===== src/rtl/mem_pkg.sv =====
// ============================================================================
// mem_pkg : shared types and constants for the MEM-stage load/store unit
// Rev 1.0 : initial release
// ============================================================================
`default_nettype none

package mem_pkg;

  typedef enum logic [1:0] {
    IDLE = 2'd0,
    BUSY = 2'd1,
    DONE = 2'd2
  } mem_state_t;

  localparam logic [2:0] F3_B  = 3'b000;
  localparam logic [2:0] F3_H  = 3'b001;
  localparam logic [2:0] F3_W  = 3'b010;
  localparam logic [2:0] F3_BU = 3'b100;
  localparam logic [2:0] F3_HU = 3'b101;

  // Width of a counter that must be able to hold max_wait
  function automatic int wait_w(input int max_wait);
    return $clog2(max_wait + 1);
  endfunction

endpackage

`default_nettype wire


===== src/rtl/load_align.sv =====
// ============================================================================
// load_align : picks the addressed byte/half of a read word and extends it
// Rev 1.0 : initial release
// ============================================================================
`default_nettype none

module load_align
  import mem_pkg::*;
(
  input  logic [31:0] rdata,
  input  logic [1:0]  byte_off,
  input  logic [2:0]  funct3,
  output logic [31:0] result
);

  logic [7:0]  w_byte;
  logic [15:0] w_half;

  always_comb begin
    w_byte = rdata[{byte_off, 3'b000} +: 8];
    w_half = byte_off[1] ? rdata[31:16] : rdata[15:0];
    case (funct3)
      F3_B:    result = {{24{w_byte[7]}}, w_byte};
      F3_H:    result = {{16{w_half[15]}}, w_half};
      F3_BU:   result = {24'h0, w_byte};
      F3_HU:   result = {16'h0, w_half};
      default: result = rdata;
    endcase
  end

endmodule

`default_nettype wire


===== src/rtl/mem_access_unit.sv =====
// ============================================================================
// mem_access_unit : MEM-stage load/store unit with req/ack bus and timeout
// Rev 1.0 : initial release
// ============================================================================
`default_nettype none

module mem_access_unit
  import mem_pkg::*;
#(
  parameter int MAX_WAIT = 16
) (
  input  logic        clk,
  input  logic        reset,
  input  logic        valid_in,
  input  logic        mem_read,
  input  logic        mem_write,
  input  logic [2:0]  funct3,
  input  logic [31:0] addr,
  input  logic [31:0] store_data,
  input  logic [31:0] alu_result,
  input  logic        reg_write_in,
  input  logic [4:0]  rd_idx_in,
  output logic        dmem_req,
  output logic        dmem_we,
  output logic [31:0] dmem_addr,
  output logic [3:0]  dmem_be,
  output logic [31:0] dmem_wdata,
  input  logic        dmem_ack,
  input  logic [31:0] dmem_rdata,
  output logic [31:0] wb_data_out,
  output logic        reg_write_out,
  output logic [4:0]  rd_idx_out,
  output logic        stall_out,
  output logic        access_err,
  output logic        bus_err
);

  localparam int              WAIT_W      = wait_w(MAX_WAIT);
  localparam logic [WAIT_W-1:0] c_last_wait = WAIT_W'(MAX_WAIT - 1);

  mem_state_t        r_state, w_next_state;
  logic [WAIT_W-1:0] r_cnt;
  logic              r_req, r_we, r_read, r_err;
  logic [29:0]       r_addr;
  logic [3:0]        r_be;
  logic [31:0]       r_wdata, r_result;
  logic [2:0]        r_f3;
  logic [1:0]        r_off;

  logic        w_mem_op, w_f3_ok, w_misalign, w_illegal, w_accept, w_timeout;
  logic [3:0]  w_lanes;
  logic [31:0] w_wdata, w_load;

  assign w_mem_op   = valid_in & (mem_read | mem_write);
  assign w_f3_ok    = (funct3 == F3_B) | (funct3 == F3_H) | (funct3 == F3_W) |
                      (mem_read & ((funct3 == F3_BU) | (funct3 == F3_HU)));
  // funct3[1:0] == 01 covers both H and HU
  assign w_misalign = ((funct3[1:0] == 2'b01) & addr[0]) |
                      ((funct3 == F3_W) & (addr[1:0] != 2'b00));
  assign w_illegal  = (mem_read & mem_write) | ~w_f3_ok | w_misalign;
  assign w_accept   = w_mem_op & ~w_illegal;
  assign w_timeout  = ~dmem_ack & (r_cnt == c_last_wait);

  always_comb begin
    case (funct3[1:0])
      2'b00: begin
        w_lanes = 4'b0001 << addr[1:0];
        w_wdata = {4{store_data[7:0]}};
      end
      2'b01: begin
        w_lanes = 4'b0011 << addr[1:0];
        w_wdata = {2{store_data[15:0]}};
      end
      default: begin
        w_lanes = 4'b1111;
        w_wdata = store_data;
      end
    endcase
  end

  load_align u_load_align (
    .rdata    (dmem_rdata),
    .byte_off (r_off),
    .funct3   (r_f3),
    .result   (w_load)
  );

  always_ff @(posedge clk) begin
    if (reset) begin
      r_state  <= IDLE;
      r_cnt    <= '0;
      r_req    <= 1'b0;
      r_we     <= 1'b0;
      r_read   <= 1'b0;
      r_err    <= 1'b0;
      r_addr   <= '0;
      r_be     <= '0;
      r_wdata  <= '0;
      r_result <= '0;
      r_f3     <= '0;
      r_off    <= '0;
    end else begin
      r_state <= w_next_state;
      case (r_state)
        IDLE: begin
          if (w_accept) begin
            r_req    <= 1'b1;
            r_we     <= mem_write;
            r_read   <= mem_read;
            r_err    <= 1'b0;
            r_addr   <= addr[31:2];
            r_be     <= mem_write ? w_lanes : 4'b0000;
            r_wdata  <= w_wdata;
            r_result <= '0;
            r_f3     <= funct3;
            r_off    <= addr[1:0];
            r_cnt    <= '0;
          end
        end
        BUSY: begin
          // An ack in the final wait cycle takes priority over the abort
          if (dmem_ack) begin
            r_req    <= 1'b0;
            r_result <= r_read ? w_load : '0;
            r_cnt    <= '0;
          end else if (w_timeout) begin
            r_req    <= 1'b0;
            r_err    <= 1'b1;
            r_result <= '0;
            r_cnt    <= '0;
          end else begin
            r_cnt <= r_cnt + 1'b1;
          end
        end
        default: ;
      endcase
    end
  end

  always_comb begin
    w_next_state  = r_state;
    wb_data_out   = '0;
    reg_write_out = 1'b0;
    stall_out     = 1'b0;
    access_err    = 1'b0;
    bus_err       = 1'b0;
    case (r_state)
      IDLE: begin
        if (w_mem_op) begin
          if (w_illegal) begin
            access_err = 1'b1;
          end else begin
            stall_out    = 1'b1;
            w_next_state = BUSY;
          end
        end else begin
          wb_data_out   = alu_result;
          reg_write_out = reg_write_in & valid_in;
        end
      end
      BUSY: begin
        stall_out = 1'b1;
        if (dmem_ack || w_timeout) w_next_state = DONE;
      end
      DONE: begin
        wb_data_out   = r_result;
        reg_write_out = r_read & reg_write_in & ~r_err;
        bus_err       = r_err;
        w_next_state  = IDLE;
      end
      default: w_next_state = IDLE;
    endcase
    if (reset) begin
      wb_data_out   = '0;
      reg_write_out = 1'b0;
      stall_out     = 1'b0;
      access_err    = 1'b0;
      bus_err       = 1'b0;
    end
  end

  assign rd_idx_out = reset ? 5'd0 : rd_idx_in;
  assign dmem_req   = r_req;
  assign dmem_we    = r_we;
  assign dmem_addr  = {r_addr, 2'b00};
  assign dmem_be    = r_be;
  assign dmem_wdata = r_wdata;

endmodule

`default_nettype wire

===== config.mk =====
export PLATFORM = sky130hd
export DESIGN_NAME = mem_access_unit
export DESIGN_NICKNAME = d
export VERILOG_FILES = /design/src/rtl/mem_pkg.sv /design/src/rtl/load_align.sv /design/src/rtl/mem_access_unit.sv
export SDC_FILE = /design/constraint.sdc
export NUM_CORES = 1
export LEC_CHECK = 0
export CORE_MARGIN = 3
export CORE_UTILIZATION = 45
export DETAILED_ROUTE_END_ITERATION = 8
export PLACE_DENSITY = 0.82
export SYNTH_ARGS = -nofsm -noshare
export SYNTH_HDL_FRONTEND = slang
export SYNTH_SLANG_ARGS = --single-unit

===== constraint.sdc =====
create_clock -name clk -period 2.7 [get_ports clk]
set_input_delay 0.27 -clock clk [delete_from_list [all_inputs] [get_ports clk]]
set_output_delay 0.27 -clock clk [all_outputs]
set_load 0.02 [all_outputs]

==> summary by stage <==
Outcome
The flow ran to the end, and the final reports show no timing, DRC or antenna violations.

Timing
The final-report hold violation count is 0. The sum of negative setup slack is 0 ns. Between clock sinks in the finished design, the worst skew comes to approximately 0.010 ns. The clock period minus worst slack is between 2 and 3 ns. The final critical path takes up between 90% and 100% of the cycle.

Setup repair after global routing left no endpoint under its margin. For the pin with the worst max-slew slack, the measured transition is ~0.76 ns. The number of slew-limit violations in the final report is 0. The highest achievable clock rate is around 0.39 GHz. Measured against its own limit, the worst slew margin works out to between 40% and 50%. The number of setup violations in the final report is 0.

Detailed routing
The iteration count of the initial detailed-routing pass is 5. The detail-routed net length per standard cell is about 19 um. For this block, the initial DRC count from the detailed router was between 500 and 600. The vias after detailed routing is around 6400. The number of DRC violations after detailed routing is 0. The number of vias per cell is slightly below 6. The remaining number of nets flagged by the antenna check after routing is 0.

The post-detailed-routing wire length is 20400 um.

Cells and area
The register area is roughly 2300 sq um. Relative to the synthesized area, the layout overhead comes to 58.2%. The post-route non-filler standard cell count is 1086. The layout cell share with drive strength beyond 1 is under 10%. After filler insertion, the fill cell instance count of the layout stands at between 900 and 1000. The multi-input combinational cell area is 3050 sq um. The repair_antennas step left the layout with diodes totalling 0.

The layout net count is roughly 1100.

Clock tree
The count of clock tree sinks is between 100 and 150. Clock tree synthesis inserted a total of 17 buffers. The number of buffers on the longest clock path is 2. At the later pin of the worst-skew pair, clock insertion delay measures approximately 0.4 ns. The clock tree synthesis step divided the H-tree into 4 levels. TritonCTS built the clock tree. The clock root buffer is sky130_fd_sc_hd__clkbuf_16. After clock tree synthesis, the flow added hold-fix buffers numbering 0. The number of setup buffers added after CTS is 0. Clock-pin slew was measured on the worst setup and hold paths at roughly 0.050 ns.

Flow run
Across the run, the number of max-cap violations was 0.

Floorplan
The die covers 13900 sq um. The number of I/O pins is between 200 and 300. The core region is 12200 sq um. The vertical die dimension is around 120 um. The die extent in x is 118 um. In this run the core area contains 40 standard-cell rows.

For this configuration, the core starts out at a cell density of between 40% and 50%.

Place
Detailed placement finished with a half-perimeter wire length of approximately 14000 um. The congestion estimate from routability-driven global placement came to between 0.9 and 1. The number of placed instances, taps included, is between 1000 and 1500. During placement, the flow inserted port buffers numbering 251.

Synth
Of all cell types, the one taking the most synthesized area is sky130_fd_sc_hd__dfxtp_1. The number of synthesized register bits is between 100 and 150. The fraction of registers with async set/reset is 0%.

The number of synthesized flops with an enable pin is 0. The average cell area after synthesis is approximately 8.3 sq um. After synthesis, the most frequently instantiated cells are sky130_fd_sc_hd__dfxtp_1 (114), sky130_fd_sc_hd__a21oi_1 (84), sky130_fd_sc_hd__o21ai_0 (78), sky130_fd_sc_hd__clkbuf_1 (63), sky130_fd_sc_hd__nand3_1 (50). The synthesized cell area is ~5600 sq um. The number of instances in the synthesized netlist is roughly 700. The most common cell in the synthesized netlist is sky130_fd_sc_hd__dfxtp_1. The post-synthesis sequential area ratio is between 40% and 50%. Among all flip-flop cells after synthesis, the most frequent one is sky130_fd_sc_hd__dfxtp_1.

After synthesis, the cell types taking the most area are sky130_fd_sc_hd__dfxtp_1 (40%), sky130_fd_sc_hd__a21oi_1 (7.4%), sky130_fd_sc_hd__o21ai_0 (6.9%). In this run, distinct cell masters in the synthesized netlist total slightly above 50. The Yosys step of the flow raised 0 warnings.

The synthesized design devotes to its leading area cell type just over 40% of total area.

Global route
The via count of the first global-routing pass is slightly above 6000. For this run the aggregate overflow at the end of global routing stands at 0. Entering global routing, the biggest net connects approximately 70 pins. The overall track demand over capacity in global routing is between 20% and 30%. The first global-routing pass estimated ~32000 um of wire. The number of antenna violations at the first check in global routing was 0.

Setup path
The critical path goes through clkdlybuf4s50_1 -> nand3b_1 -> o2111a_2 -> nor3_1 -> clkdlybuf4s50_1. The data required time at the worst endpoint is ~2.4 ns. The critical path in this run is classified as in2out. The largest fanout of any net on the critical path is 7. STA classifies the critical path startpoint as an input pin. The setup slack of the most critical reg-to-reg path is about 0.58 ns.

The start point of the critical path is funct3[1]. By instance count, the cell type seen most on the critical path is sky130_fd_sc_hd__clkdlybuf4s50_1. The largest single stage delay on the critical path is ~0.7 ns. Data on the critical path arrives at its endpoint at about 2.3 ns. The source of the worst register-to-register timing path is r_state[0]. Among all stages on the critical path, the largest delay is contributed by sky130_fd_sc_hd__clkdlybuf4s50_1. The worst setup path is captured at an output pin.

Power and ir drop
The peak ir drop on the vdd network is about 0.38 mV. The power per standard cell area is around 540 nW/um^2. The static leakage is around 0.0035 uW. The total power is 4800 uW.

Hold path
The startpoint of the worst hold path is reset. The type of the tightest min-delay check is in2reg.
## layout by cell type (no fill, tap or decap), types with 9 or more instances in the layout
cell and instances:
sky130_fd_sc_hd__a211oi_1 10, sky130_fd_sc_hd__a21oi_1 84, sky130_fd_sc_hd__a221o_1 16, sky130_fd_sc_hd__a22oi_1 32, sky130_fd_sc_hd__a32o_1 9, sky130_fd_sc_hd__buf_4 30, sky130_fd_sc_hd__clkbuf_16 17, sky130_fd_sc_hd__clkdlybuf4s50_1 232
sky130_fd_sc_hd__dfxtp_1 113, sky130_fd_sc_hd__dlymetal6s2s_1 18, sky130_fd_sc_hd__mux2_2 9, sky130_fd_sc_hd__mux2i_1 18, sky130_fd_sc_hd__nand2_1 38, sky130_fd_sc_hd__nand2b_1 10, sky130_fd_sc_hd__nand3_1 50, sky130_fd_sc_hd__nor2_1 42
sky130_fd_sc_hd__o2111ai_1 10, sky130_fd_sc_hd__o21ai_0 78
## per-stage QoR
stage	util (%)	worst slack, ns	area [sq um]	hold WS [ns]
floorplan	-	0.628	5650	0.367
global placement	68.4	0.123	8310	0.446
detailed placement	68.4	0.0188	8310	0.463
CTS	73.0	0.0279	8880	0.320
global route	73.5	0.000147	8930	0.335
finish	73.5	0.113	8930	0.338
## cell type report
| class | instances | share of cell area [%] |
|---|---|---|
| multi-input cells | 486 | 34.2 |
| repair buffers | 282 | 31.3 |
| flip-flops and latches | 114 | 25.6 |
| clock buffers | 21 | 5.15 |
| well taps | 168 | 2.35 |
| clock inverters | 10 | 1.23 |
| inverters | 5 | 0.210 |
## cell families (layout without fill, tap and decap cells)
group           after synthesis  after routing  synth area share (%)
compound gates              274            274                  31.7
fa+ha+maj                     1              1                 0.222
buf+inv                      81            318                  6.07
flops                       114            114                  40.4
mux                          28             28                  5.39
other cells                   1              2                0.0664
simple gates                181            181                  16.2
## sequential cells by signal (all words and copies together), names as in the netlist
register	flops
dmem_be	4
dmem_req	1
dmem_wdata	32
dmem_we	1
r_addr	30
r_cnt	5
r_err	1
r_f3	3
r_off	2
r_read	1
r_result	32
r_state	2
## timing repair
item | in CTS | in global routing
endpoints found under the hold margin | 0 | 0
setup endpoints to repair | 0 | 25
resized for setup | 0 | 20
## layer usage
layer	track usage [%]	vias up	wire length (um)
li1	-	2989	-
met1	33.8	3006	8010
met2	47.2	325	9910
met3	9.80	42	1870
met4	9.38	0	602
met5	0	-	0
## where the power goes
group / internal, uW / leakage (uW) / switching, uW
sequential: 1730 / 0.000923 / 29.4
combinational: 430 / 0.00226 / 456
clock: 1390 / 0.000282 / 766
total: 3550 / 0.00346 / 1250
## worst paths after layout
kind / to / cells after the start
max: access_err / 5
min: dmem_req / 3
max reg2reg: r_result[24] / 4
min reg2reg: dmem_req / 2
## worst max-delay path, delay by kind of cell
kind,cells,cell delay [ns]
AOI/OAI and AO/OA,1,0.22
buffers and inverters,2,1.24
and+or+nand+nor,2,0.59
(Power assumes the default switching activity.)
